==> src/rtl/rf_write_sched.sv <==
// Single register-file write port shared by the WB stage and a small FIFO of
// long-latency results. WB normally wins, but a long wait forces a buffer drain.
module rf_write_sched #(
  parameter int DEPTH  = 2,
  parameter int STARVE = 3
) (
  input  logic        clk,
  input  logic        clrn,
  input  logic        wb_we,
  input  logic [4:0]  wb_wn,
  input  logic [31:0] wb_d,
  input  logic        lu_valid,
  input  logic [4:0]  lu_wn,
  input  logic [31:0] lu_d,
  output logic        lu_ready,
  input  logic        issue_valid,
  input  logic [4:0]  issue_wn,
  input  logic [4:0]  id_rs,
  input  logic [4:0]  id_rt,
  input  logic [4:0]  id_wd,
  output logic        hz_stall,
  output logic        wb_hold,
  output logic        rf_we,
  output logic [4:0]  rf_wn,
  output logic [31:0] rf_d
);
  localparam int AW = $clog2(DEPTH);
  localparam int CW = AW + 1;
  localparam int SW = (STARVE < 1) ? 1 : $clog2(STARVE + 1);
  localparam logic [CW-1:0] DEPTH_C  = CW'(DEPTH);
  localparam logic [SW-1:0] STARVE_C = SW'(STARVE);

  logic [4:0]    wn_mem [DEPTH];
  logic [31:0]   d_mem  [DEPTH];
  logic [AW-1:0] rd_ptr, wr_ptr;
  logic [CW-1:0] count;
  logic [SW-1:0] starve_cnt;
  logic [31:0]   pending;

  logic        wb_req, force_drain, buf_nonempty, push, pop, grant_wb;
  logic [4:0]  head_wn;
  logic [31:0] head_d;
  logic [31:0] pending_next;

  assign buf_nonempty = (count != '0);
  assign wb_req       = wb_we & (wb_wn != 5'd0);
  assign lu_ready     = (count < DEPTH_C);
  assign force_drain  = buf_nonempty & (starve_cnt == STARVE_C);
  assign wb_hold      = force_drain & wb_req;
  assign head_wn      = wn_mem[rd_ptr];
  assign head_d       = d_mem[rd_ptr];

  // Head goes out when forced, or whenever WB has nothing to write.
  assign pop      = force_drain | (~wb_req & buf_nonempty);
  assign grant_wb = ~force_drain & wb_req;
  assign push     = lu_valid & lu_ready & (lu_wn != 5'd0);

  always_comb begin
    rf_we = 1'b0;
    rf_wn = 5'd0;
    rf_d  = 32'd0;
    if (pop) begin
      rf_we = 1'b1;
      rf_wn = head_wn;
      rf_d  = head_d;
    end else if (grant_wb) begin
      rf_we = 1'b1;
      rf_wn = wb_wn;
      rf_d  = wb_d;
    end
  end

  assign hz_stall = ((id_rs != 5'd0) & pending[id_rs]) |
                    ((id_rt != 5'd0) & pending[id_rt]) |
                    ((id_wd != 5'd0) & pending[id_wd]);

  // Clear first so that a same-cycle issue to the popped register stays pending.
  always_comb begin
    pending_next = pending;
    if (pop) pending_next[head_wn] = 1'b0;
    if (issue_valid) pending_next[issue_wn] = 1'b1;
    pending_next[0] = 1'b0;
  end

  always_ff @(posedge clk) begin
    if (push) begin
      wn_mem[wr_ptr] <= lu_wn;
      d_mem[wr_ptr]  <= lu_d;
    end
  end

  always_ff @(posedge clk or negedge clrn) begin
    if (!clrn) begin
      rd_ptr     <= '0;
      wr_ptr     <= '0;
      count      <= '0;
      starve_cnt <= '0;
      pending    <= '0;
    end else begin
      pending <= pending_next;
      if (push) wr_ptr <= wr_ptr + AW'(1);
      if (pop)  rd_ptr <= rd_ptr + AW'(1);
      case ({push, pop})
        2'b10:   count <= count + CW'(1);
        2'b01:   count <= count - CW'(1);
        default: count <= count;
      endcase
      if (pop || !buf_nonempty)
        starve_cnt <= '0;
      else if (grant_wb && starve_cnt != STARVE_C)
        starve_cnt <= starve_cnt + SW'(1);
    end
  end
endmodule

==> config.mk <==
export PLATFORM = sky130hd
export DESIGN_NAME = rf_write_sched
export DESIGN_NICKNAME = d
export VERILOG_FILES = /design/src/rtl/rf_write_sched.sv
export SDC_FILE = /design/constraint.sdc
export NUM_CORES = 1
export LEC_CHECK = 0
export ABC_AREA = 1
export BUFFER_PORTS_ARGS = -buffer_cell sky130_fd_sc_hd__buf_2
export CORE_MARGIN = 1.5
export CORE_UTILIZATION = 40
export CTS_BUF_LIST = sky130_fd_sc_hd__clkbuf_8 sky130_fd_sc_hd__clkbuf_16
export DETAILED_ROUTE_END_ITERATION = 10
export GPL_ROUTABILITY_DRIVEN = 0
export PLACE_DENSITY = 0.67
export SLEW_MARGIN = 5
export SYNTH_ARGS = -nofsm -noshare
export SYNTH_HDL_FRONTEND = slang
export SYNTH_SLANG_ARGS = --single-unit
export TNS_END_PERCENT = 5
==> constraint.sdc <==
create_clock -name clk -period 2.8 [get_ports clk]
set_input_delay 0.14 -clock clk [delete_from_list [all_inputs] [get_ports clk]]
set_output_delay 0.14 -clock clk [all_outputs]
set_load 0.005 [all_outputs]
==> flow_metrics.py <==
metrics = {
    "critical_path": {
        "cp_cell_sequence": "nor2_1, inv_2, nand2_1, nand3_2, nand2_1, buf_12, inv_2, ha_1, a21oi_1, o21ai_0, xor2_1",
        "critPathArrivalTime_ns": 2.34,
        "worst_setup_path_end_kind": "register",
        "critPathLaunchType": "register",
        "cpMaxStageDelayCell": "dfrtp_1",
        "critical_path_class": "reg2reg",
        "critPathRequiredTime_ns": 3.02,
        "max_stage_delay_ns": 0.41,
        "path_max_fanout": 37,
    },
    "flow_run": {
        "cap_violations": 0,
    },
    "yosys": {
        "ys_seq_area_frac": 0.525,
        "avgSynthCellArea_um2": 8.57,
        "ys_seq_elements": 111,
        "synth.cell_area_um2": 5990,
        "synthCells": 699,
        "synth.distinct_cells": 31,
        "synth_warnings": 0,
        "synth.net_count": 800,
    },
    "floorplanning": {
        "dieArea_um2": 15700,
        "initial_core_util": 0.411,
        "row_count": 44,
        "dieWidth_um": 125,
        "die_h_um": 125,
        "ioPinCount": 140,
        "core_um2": 14600,
    },
    "clocking": {
        "clock_sinks": 111,
        "cts_tree": "yes",
        "htree_levels": 3,
        "clock_latency_ns": 0.35,
        "cts_buffer_depth": 2,
        "clkTransAtPathRegs_ns": 0.07,
        "numCtsBuffers": 9,
        "cts_setup_buffers": 0,
        "cts_root_buffer": "clkbuf_16",
    },
    "drt": {
        "firstDrtPassIters": 5,
        "vias_per_cell": 5.17,
        "wl_per_cell_um": 15.2,
        "vias": 5455,
        "drc": 0,
        "routed_wl_um": 16100,
        "antenna_left": 0,
        "drtIter0Drc": 325,
    },
    "power_and_ir_drop": {
        "ir_drop_uv": 508,
        "power.leakage_uw": 0.00344,
        "power_density_nw_per_um2": 841,
    },
    "sta": {
        "fin_skew_ns": 0.00867,
        "maxSlewViolCount": 0,
        "fin_tns_setup_ns": 0,
        "max_freq_mhz": 472,
        "setup_slack_ns": 0.680,
        "relSlewSlack": 0.444,
        "hold_viol": 0,
        "rsz0062_at_grt": "no",
        "finalCritPeriodShare": 0.757,
        "timing.hold.ws_ns": 0.0101,
        "setup_violations": 0,
        "max_slew.worst_pin.slew_ns": 0.834,
        "period_minus_slack_ns": 2.12,
    },
    "cells_and_area": {
        "layout.cells.non_filler": 1055,
        "num_antenna_cells": 0,
        "final_cell_mix": "nand2_1 (162), buf_2 (139), nand3_1 (91), inv_1 (87), nor2_1 (84)",
        "layout.nets": 967,
        "layout_commonest_cell": "nand2_1",
        "finish.utilization": 0.516,
        "drive_gt1_frac": 0.233,
        "area_growth_pct": 25.7,
    },
    "global_routing": {
        "antenna_found_initial": 0,
        "grt_pass1_wl_um": 26300,
        "track_usage": 0.208,
        "grt_max_degree": 38,
        "grt_pass1_vias": 5336,
        "grt_overflow_total": 0,
    },
    "placement": {
        "pre_cts_slack_ns": 0.678,
        "dp.cells": 1002,
        "io_buffers": 139,
        "hpwl_um": 11300,
    },
    "status": {
        "status": "finished clean",
    },
    "hold_path": {
        "hold_path_class": "in2reg",
    },
}
cells in the mapped netlist (all sizes together):
cell	number	area, um2
nor3	7	35.0
nor2	96	415
o32ai	32	355
nand2	163	614
o211ai	6	45.0
inv	98	370
xnor2	1	8.76
o22ai	5	31.3
or2	6	37.5
dfrtp	37	926
nand4	2	12.5
ha	2	25.0
o21ai	38	216
buf	20	113
a21oi	5	25.0
clkbuf	8	30.0
edfxtp	74	2220
clkinv	1	3.75
nand3	92	460
xor2	3	26.3
a31oi	3	18.8
per-layer routing:
metal  wire length, um  GRT usage
met1              6800      0.271
met2              7800      0.347
met3              1120     0.0347
met4               349     0.0816
met5                 0          0
path summary, 6_finish.rpt:
kind / cells past startpoint / slack [ns] / start / to
min in group asynchronous: 2 / 0.45 / clrn / count[1]$_DFFE_PN0P_
min reg2reg: 1 / 0.44 / starve_cnt[0]$_DFFE_PN0P_ / starve_cnt[0]$_DFFE_PN0P_
max in group asynchronous: 2 / 1.84 / clrn / pending[6]$_DFF_PN0_
max: 11 / 0.68 / count[0]$_DFFE_PN0P_ / count[1]$_DFFE_PN0P_
max reg2reg: 11 / 0.68 / count[0]$_DFFE_PN0P_ / count[1]$_DFFE_PN0P_
min: 1 / 0.01 / lu_wn[2] / wn_mem[0][2]$_DFFE_PP_
layout make-up:
cell class / count / area, um2
sequential: 111 / 3150
clock inverter: 5 / 30.0
tap: 184 / 230
timing repair buffer: 184 / 1140
clock buffer: 11 / 264
inverter: 99 / 374
multi-input combinational: 461 / 2350
fill: 1351 / 7060
cell families (layout without fill, tap and decap cells):
| group | after synthesis | in the layout | synth area share |
|---|---|---|---|
| AND/OR/NAND/NOR | 366 | 366 | 0.263 |
| buffers and inverters | 127 | 299 | 0.0862 |
| flip-flops | 111 | 111 | 0.525 |
| AO/OA/AOI/OAI | 89 | 89 | 0.115 |
| XOR/XNOR | 4 | 4 | 0.00585 |
| adder cells (fa/ha/maj) | 2 | 2 | 0.00418 |
report_power, final:
part / switching (uW) / total, uW / leakage [uW] / internal [uW]
logic: 1630 / 2560 / 0.00216 / 923
registers: 292 / 2530 / 0.00113 / 2240
clock network: 570 / 1250 / 0.000148 / 679
registers in the layout (all words and copies together) (netlist names):
register	count
count	2
d_mem	64
pending	31
rd_ptr	1
starve_cnt	2
wn_mem	10
wr_ptr	1
worst max-delay path, delay by kind of cell, from the launching register on:
family / cells / cell delay, ns
adder cells (fa/ha/maj): 1 / 0.30
AND/OR/NAND/NOR: 4 / 0.50
AO/OA/AOI/OAI: 2 / 0.24
XOR/XNOR: 1 / 0.16
flip-flops: 1 / 0.41
buffers and inverters: 3 / 0.36
through the flow:
stage | power [uW] | instance area [um2]
after floorplan | 4200 | 5990
after global placement | 5030 | 6870
after detailed placement | 5080 | 6870
after CTS | 6370 | 7530
after global routing | 6780 | 7530
final | 6340 | 7530
repair_timing:
action	CTS	global route
endpoints found under the hold margin	108	0
hold buffers	37	0
resized for setup	0	0
Note: power is estimated with default switching activity, not from simulation.
